==> src/rtl/div_if.sv <==
// ---------------------------------------------------------------------------
// div_if : EX-stage <-> divide sequencer bundle.
//
// Signals (direction seen from the divider, i.e. the slave modport):
//   start_i     in   EX requests a divide, held until ready_o is seen
//   annul_i     in   cancel any in-flight divide (flush / exception)
//   signed_i    in   1 = DIV (two's complement), 0 = DIVU
//   opdata1_i   in   dividend
//   opdata2_i   in   divisor
//   result_o    out  {remainder, quotient} -> {HI, LO}
//   ready_o     out  result_o valid
//   stall_req_o out  freeze IF/ID/EX while the divide is outstanding
//   busy_o      out  divider is iterating or handling divide-by-zero
//
// master : EX side (drives requests, observes results)
// slave  : divider side
// ---------------------------------------------------------------------------
interface div_if #(
  parameter int DATA_W = 32
);
  logic                  start_i;
  logic                  annul_i;
  logic                  signed_i;
  logic [DATA_W-1:0]     opdata1_i;
  logic [DATA_W-1:0]     opdata2_i;
  logic [2*DATA_W-1:0]   result_o;
  logic                  ready_o;
  logic                  stall_req_o;
  logic                  busy_o;

  modport master (
    output start_i, annul_i, signed_i, opdata1_i, opdata2_i,
    input  result_o, ready_o, stall_req_o, busy_o
  );

  modport slave (
    input  start_i, annul_i, signed_i, opdata1_i, opdata2_i,
    output result_o, ready_o, stall_req_o, busy_o
  );
endinterface

==> src/rtl/div_seq.sv <==
// ---------------------------------------------------------------------------
// div_seq : multi-cycle radix-2 restoring divider for DIV / DIVU.
//
// Captures operands from EX on start, iterates once per clock for DATA_W
// clocks, applies the sign fix-up and presents {remainder, quotient} until
// EX drops start. A zero divisor short-circuits to a zero result.
//
// Ports:
//   clk    in  system clock, rising edge
//   rst_n  in  synchronous reset, active-low
//   bus    div_if.slave  request/result bundle (see div_if.sv)
//
// Parameters:
//   DATA_W  operand width
//   CNT_W   iteration counter width (must be able to hold DATA_W)
// ---------------------------------------------------------------------------
module div_seq #(
  parameter int DATA_W = 32,
  parameter int CNT_W  = 6
) (
  input  logic   clk,
  input  logic   rst_n,
  div_if.slave   bus
);

  typedef enum logic [1:0] {
    FREE    = 2'd0,
    BY_ZERO = 2'd1,
    ON      = 2'd2,
    END     = 2'd3
  } state_t;

  state_t                state_reg,  state_next;
  logic [CNT_W-1:0]      cnt_reg,    cnt_next;
  // Dividend shifts out of the top while quotient bits shift in at the bottom.
  logic [DATA_W-1:0]     dq_reg,     dq_next;
  logic [DATA_W-1:0]     rem_reg,    rem_next;
  logic [DATA_W-1:0]     dsr_reg,    dsr_next;
  logic                  neg_q_reg,  neg_q_next;
  logic                  neg_r_reg,  neg_r_next;
  logic [2*DATA_W-1:0]   result_reg, result_next;

  // One restoring step: bring down the next dividend bit and trial-subtract.
  // The partial remainder is always below the divisor, so DATA_W+1 bits hold it.
  logic [DATA_W:0]       partial;
  logic [DATA_W:0]       diff;
  logic [DATA_W-1:0]     quo_fix;
  logic [DATA_W-1:0]     rem_fix;

  assign partial = {rem_reg, dq_reg[DATA_W-1]};
  assign diff    = partial - {1'b0, dsr_reg};

  // 0x80000000 is treated as the unsigned magnitude 2^31 throughout, so
  // the most-negative / -1 case simply wraps.
  assign quo_fix = neg_q_reg ? (~dq_reg + 1'b1)  : dq_reg;
  assign rem_fix = neg_r_reg ? (~rem_reg + 1'b1) : rem_reg;

  always_ff @(posedge clk) begin
    if (!rst_n) begin
      state_reg  <= FREE;
      cnt_reg    <= '0;
      dq_reg     <= '0;
      rem_reg    <= '0;
      dsr_reg    <= '0;
      neg_q_reg  <= 1'b0;
      neg_r_reg  <= 1'b0;
      result_reg <= '0;
    end else begin
      state_reg  <= state_next;
      cnt_reg    <= cnt_next;
      dq_reg     <= dq_next;
      rem_reg    <= rem_next;
      dsr_reg    <= dsr_next;
      neg_q_reg  <= neg_q_next;
      neg_r_reg  <= neg_r_next;
      result_reg <= result_next;
    end
  end

  always_comb begin
    state_next  = state_reg;
    cnt_next    = cnt_reg;
    dq_next     = dq_reg;
    rem_next    = rem_reg;
    dsr_next    = dsr_reg;
    neg_q_next  = neg_q_reg;
    neg_r_next  = neg_r_reg;
    result_next = result_reg;

    case (state_reg)
      FREE: begin
        result_next = '0;
        if (bus.start_i && !bus.annul_i) begin
          if (bus.opdata2_i == '0) begin
            state_next = BY_ZERO;
          end else begin
            state_next = ON;
            cnt_next   = '0;
            rem_next   = '0;
            dq_next    = (bus.signed_i && bus.opdata1_i[DATA_W-1])
                         ? (~bus.opdata1_i + 1'b1) : bus.opdata1_i;
            dsr_next   = (bus.signed_i && bus.opdata2_i[DATA_W-1])
                         ? (~bus.opdata2_i + 1'b1) : bus.opdata2_i;
            neg_q_next = bus.signed_i
                         & (bus.opdata1_i[DATA_W-1] ^ bus.opdata2_i[DATA_W-1]);
            neg_r_next = bus.signed_i & bus.opdata1_i[DATA_W-1];
          end
        end
      end

      BY_ZERO: begin
        state_next  = END;
        result_next = '0;
      end

      ON: begin
        if (cnt_reg != CNT_W'(DATA_W)) begin
          // diff MSB clear means the trial subtraction did not underflow.
          dq_next  = {dq_reg[DATA_W-2:0], ~diff[DATA_W]};
          rem_next = diff[DATA_W] ? partial[DATA_W-1:0] : diff[DATA_W-1:0];
          cnt_next = cnt_reg + 1'b1;
        end else begin
          result_next = {rem_fix, quo_fix};
          state_next  = END;
        end
      end

      END: begin
        if (!bus.start_i) begin
          state_next  = FREE;
          result_next = '0;
        end
      end

      default: begin
        state_next  = FREE;
        result_next = '0;
      end
    endcase

    // Flush wins over everything, including a fresh start in FREE.
    if (bus.annul_i) begin
      state_next  = FREE;
      cnt_next    = '0;
      result_next = '0;
    end
  end

  assign bus.result_o    = result_reg;
  assign bus.ready_o     = (state_reg == END);
  // Drops as soon as END is reached so EX samples result_o on that edge.
  assign bus.stall_req_o = bus.start_i & ~bus.annul_i & (state_reg != END);
  assign bus.busy_o      = (state_reg == ON) | (state_reg == BY_ZERO);

endmodule
==> src/flat_wrapper.sv <==
// flat-port wrapper written by rule: the top's interface ports become plain ports
module div_seq_flat 
#(
  parameter int DATA_W = 32,
  parameter int CNT_W  = 6
)
  (clk, rst_n, bus_start_i, bus_annul_i, bus_signed_i, bus_opdata1_i, bus_opdata2_i, bus_result_o, bus_ready_o, bus_stall_req_o, bus_busy_o);
  div_if #(.DATA_W(DATA_W)) bus_i ();
  input  logic clk;
  input  logic rst_n;
  input wire logic [$bits(bus_i.start_i)-1:0] bus_start_i;
  input wire logic [$bits(bus_i.annul_i)-1:0] bus_annul_i;
  input wire logic [$bits(bus_i.signed_i)-1:0] bus_signed_i;
  input wire logic [$bits(bus_i.opdata1_i)-1:0] bus_opdata1_i;
  input wire logic [$bits(bus_i.opdata2_i)-1:0] bus_opdata2_i;
  output wire logic [$bits(bus_i.result_o)-1:0] bus_result_o;
  output wire logic [$bits(bus_i.ready_o)-1:0] bus_ready_o;
  output wire logic [$bits(bus_i.stall_req_o)-1:0] bus_stall_req_o;
  output wire logic [$bits(bus_i.busy_o)-1:0] bus_busy_o;
  assign bus_i.start_i = bus_start_i;
  assign bus_i.annul_i = bus_annul_i;
  assign bus_i.signed_i = bus_signed_i;
  assign bus_i.opdata1_i = bus_opdata1_i;
  assign bus_i.opdata2_i = bus_opdata2_i;
  assign bus_result_o = bus_i.result_o;
  assign bus_ready_o = bus_i.ready_o;
  assign bus_stall_req_o = bus_i.stall_req_o;
  assign bus_busy_o = bus_i.busy_o;
  div_seq #(.DATA_W(DATA_W), .CNT_W(CNT_W)) u_core (.clk(clk), .rst_n(rst_n), .bus(bus_i));
endmodule
==> config.mk <==
export PLATFORM = sky130hd
export DESIGN_NAME = div_seq_flat
export DESIGN_NICKNAME = d
export VERILOG_FILES = /design/src/rtl/div_if.sv /design/src/rtl/div_seq.sv /design/src/flat_wrapper.sv
export SDC_FILE = /design/constraint.sdc
export NUM_CORES = 1
export LEC_CHECK = 0
export BUFFER_PORTS_ARGS = -buffer_cell sky130_fd_sc_hd__buf_4
export CORE_MARGIN = 1.5
export CORE_UTILIZATION = 60
export DETAILED_ROUTE_END_ITERATION = 8
export GPL_ROUTABILITY_DRIVEN = 0
export MAX_ROUTING_LAYER = met4
export PLACE_DENSITY = 0.88
export SLEW_MARGIN = 20
export SYNTH_ARGS = -nofsm -noshare
export SYNTH_HDL_FRONTEND = slang
export SYNTH_SLANG_ARGS = --single-unit
==> constraint.sdc <==
create_clock -name clk -period 8.9 [get_ports clk]
set_input_delay 1.78 -clock clk [delete_from_list [all_inputs] [get_ports clk]]
set_output_delay 1.78 -clock clk [all_outputs]
set_load 0.01 [all_outputs]
==> results.py <==
metrics = {
    "sta": {
        "rsz0062_at_grt": "false",
        "setup_viol": 0,
        "timing.final.crit_period_ns": 4.55,
        "setup_ws_ns": 4.35,
        "finClkSkew_ns": 0.00884,
        "hold_viol": 0,
        "tightest_slew_ns": 0.997,
        "setup_tns_ns": 0,
        "relSlewSlack_pct": 33.6,
        "timing.final.crit_share_pct": 51.1,
        "fmax_ghz": 0.220,
        "drv_slew": 0,
        "hold_slack_ns": 0.452,
    },
    "global_route": {
        "grt_pass1_wl_mm": 46.3,
        "gr-total-overflow": 0,
        "grt_pass1_vias": 9432,
        "antenna_found_initial": 0,
        "grtUsageTotal_pct": 31.4,
        "grt_start_max_net_pins": 72,
    },
    "die": {
        "die_h_um": 138,
        "die_area_mm2": 0.0190,
        "rows": 49,
        "die_w_um": 138,
        "start_util_pct": 61.0,
        "core_mm2": 0.0179,
        "ios": 136,
    },
    "synthesis": {
        "synth_fp_nets": 1484,
        "synth_top_area_share_pct": 31.1,
        "synth_cell_types": 67,
        "async_reset_ff_share_pct": 0,
        "yosysWarnings": 0,
        "synth.area.top_cells": "dfxtp_1 (31%), xnor2_1 (7.5%), nand2_1 (7.2%)",
        "synth_most_common_cell": "nand2_1",
        "syn_avg_cell_area_um2": 7.96,
        "synth_edf_count": 0,
        "synth_ff_type": "dfxtp_1",
        "ys_seq_area_share_pct": 31.1,
        "synth_area_mm2": 0.0109,
        "syn-instance-count": 1372,
        "yosysTopAreaCell": "dfxtp_1",
        "synth_common_cells": "nand2_1 (210), dfxtp_1 (170), o21ai_0 (97), xnor2_1 (93), nor2_1 (89)",
        "ys_ff_latch": 170,
    },
    "pwr": {
        "p_sw_mw": 0.589,
        "pwr-share-clk_pct": 39.1,
        "switching_share_pct": 29.6,
        "total_power_mw": 1.99,
        "p_comb_share_pct": 19.2,
        "seqPwrFrac_pct": 41.7,
        "power.internal_mw": 1.40,
        "irDropWorstVdd_mv": 0.155,
        "p_leak_nw": 5.40,
        "p_per_area_mw_per_mm2": 158,
    },
    "clock_network": {
        "cts_tree": "built",
        "cts-root-buf": "clkbuf_16",
        "clock-sinks": 170,
        "postCtsHoldBufs": 0,
        "cts_buffers": 17,
        "post_cts.repair.setup_buffers": 0,
        "htree_levels": 4,
        "clk_latency_ns": 0.44,
        "clockBufferDepth": 2,
        "clkSlewWorstSetupHoldPaths_ns": 0.06,
        "post_cts_resized": 0,
    },
    "drt": {
        "avgRoutedWirePerCell_um": 17.1,
        "drt_first_pass_iters": 6,
        "drc_errors": 0,
        "num_vias": 10530,
        "totalWireLength_mm": 29.0,
        "antenna_left": 0,
        "drt_iter0_drc": 1211,
        "vias_per_cell": 6.20,
    },
    "critical_path": {
        "timing.rr.start": "u_core.dq_reg[31]",
        "critPathLaunch": "bus_opdata2_i[6]",
        "rrSetupSlack_ns": 5.02,
        "worstPathArrival_ns": 4.90,
        "rr_worst_depth": 13,
        "path_class": "input pin to flop",
        "path_max_fanout": 32,
        "startpoint_type": "input pin",
        "crit_required_ns": 9.26,
        "rr_endpoint": "u_core.rem_reg[2]",
        "cp-end-kind": "flop",
    },
    "run_status": {
        "status": "finished, final reports clean",
    },
    "placement": {
        "dp.cells": 1666,
        "dpl_cell_area_mm2": 0.0120,
        "numPortBuffers": 135,
        "place_hpwl_mm": 21.0,
        "dp_slack_ns": 3.56,
    },
    "finish": {
        "largest_reg_flops": 64,
        "multi_input_area_mm2": 0.00702,
        "final_area_mm2": 0.0126,
        "antenna_cells": 0,
        "fin_nets": 1568,
        "fin_util_pct": 70.5,
        "syn_to_final_growth_pct": 15.4,
        "seq_area_mm2": 0.00340,
        "drive_gt1_share_pct": 13.9,
        "fillers": 1377,
        "stdcell_count": 1698,
    },
    "hold_path": {
        "hp-class": "flop to flop",
        "whs_endpoint": "u_core.bus.result_o[2]",
        "worstHoldPathCells": 2,
        "min_from": "u_core.bus.result_o[2]",
    },
    "job": {
        "drv_cap": 0,
    },
}
[placed cells by master, fill, tap and decap left out, drive strengths merged, types with 5 or more instances in the layout]
cell type / instances
nand2: 211
dfxtp: 170
buf: 144
o21ai: 112
xnor2: 93
nor2: 89
a21oi: 76
xor2: 61
inv: 57
ha: 42
a22oi: 36
o211a: 30
mux2i: 28
a21boi: 28
a22o: 25
o31ai: 23
a21o: 21
nand3: 20
o41ai: 20
clkbuf: 19
nand2b: 15
or4: 15
nor3: 13
nor4: 12
or3: 11
and2: 11
and3: 9
nor2b: 9
o211ai: 8
a31oi: 7
or2: 7
a2bb2oi: 6
clkinv: 6
nand4: 5
o21a: 5
[worst max-delay path by stage]
stage,to,slack [ns],cells after the start
3_3_place_gp,u_core.rem_reg[0],3.71,10
4_1_cts,u_core.rem_reg[31],4.00,11
6_report,u_core.rem_reg[31],4.35,11
5_1_grt,u_core.rem_reg[31],4.10,11
2_1_floorplan,u_core.cnt_reg[4],4.81,11
3_5_place_dp,u_core.rem_reg[31],3.56,11
[cell type report]
class	count	share of cell area, %
Multi-Input combinational cell	1069	55.7
Sequential cell	170	27.0
Timing Repair Buffer	144	8.57
Clock buffer	19	3.59
Tap cell	229	2.27
Inverter	54	1.61
Clock inverter	13	1.31
[logic make-up (layout without fill, tap and decap cells)]
| logic type | count (synthesis) | count (layout) | share of synthesized area, % |
|---|---|---|---|
| XOR/XNOR | 154 | 154 | 12.4 |
| AND/OR/NAND/NOR | 430 | 430 | 18.1 |
| adder cells (fa/ha/maj) | 43 | 43 | 4.99 |
| buffers and inverters | 133 | 230 | 4.87 |
| multiplexers | 28 | 28 | 2.56 |
| AO/OA/AOI/OAI | 414 | 414 | 25.9 |
| flip-flops | 170 | 170 | 31.1 |
[routing by layer]
layer / wire length (µm) / vias to the layer above / share of wire [%] / track usage [%]
met5: 0 / - / 0 / -
met3: 2700 / 74 / 9.3 / 5.12
li1: - / 5020 / - / -
met4: 852 / 0 / 2.9 / 12.4
met1: 12700 / 4903 / 44 / 42.3
met2: 12700 / 533 / 44 / 47.2
[power groups by stage]
stage	clock [mW]	combinational, mW	sequential [mW]
floorplan	0	0.276	0.830
detailed placement	0	0.370	0.843
global route	0.817	0.419	0.831
global placement	0	0.357	0.841
CTS	0.783	0.375	0.826
finish	0.779	0.383	0.829
[critical path, stage by stage]
cell and delay [ns]:
buf_4 0.12, or4_1 0.61, nor4_2 0.47, nand3_2 0.17, nor3_2 0.30, o21ai_1 0.17, o21ai_2 0.08, buf_4 0.33
and2_2 0.59, a2bb2oi_1 0.15, o21ai_0 0.10
(Power assumes the default switching activity.)
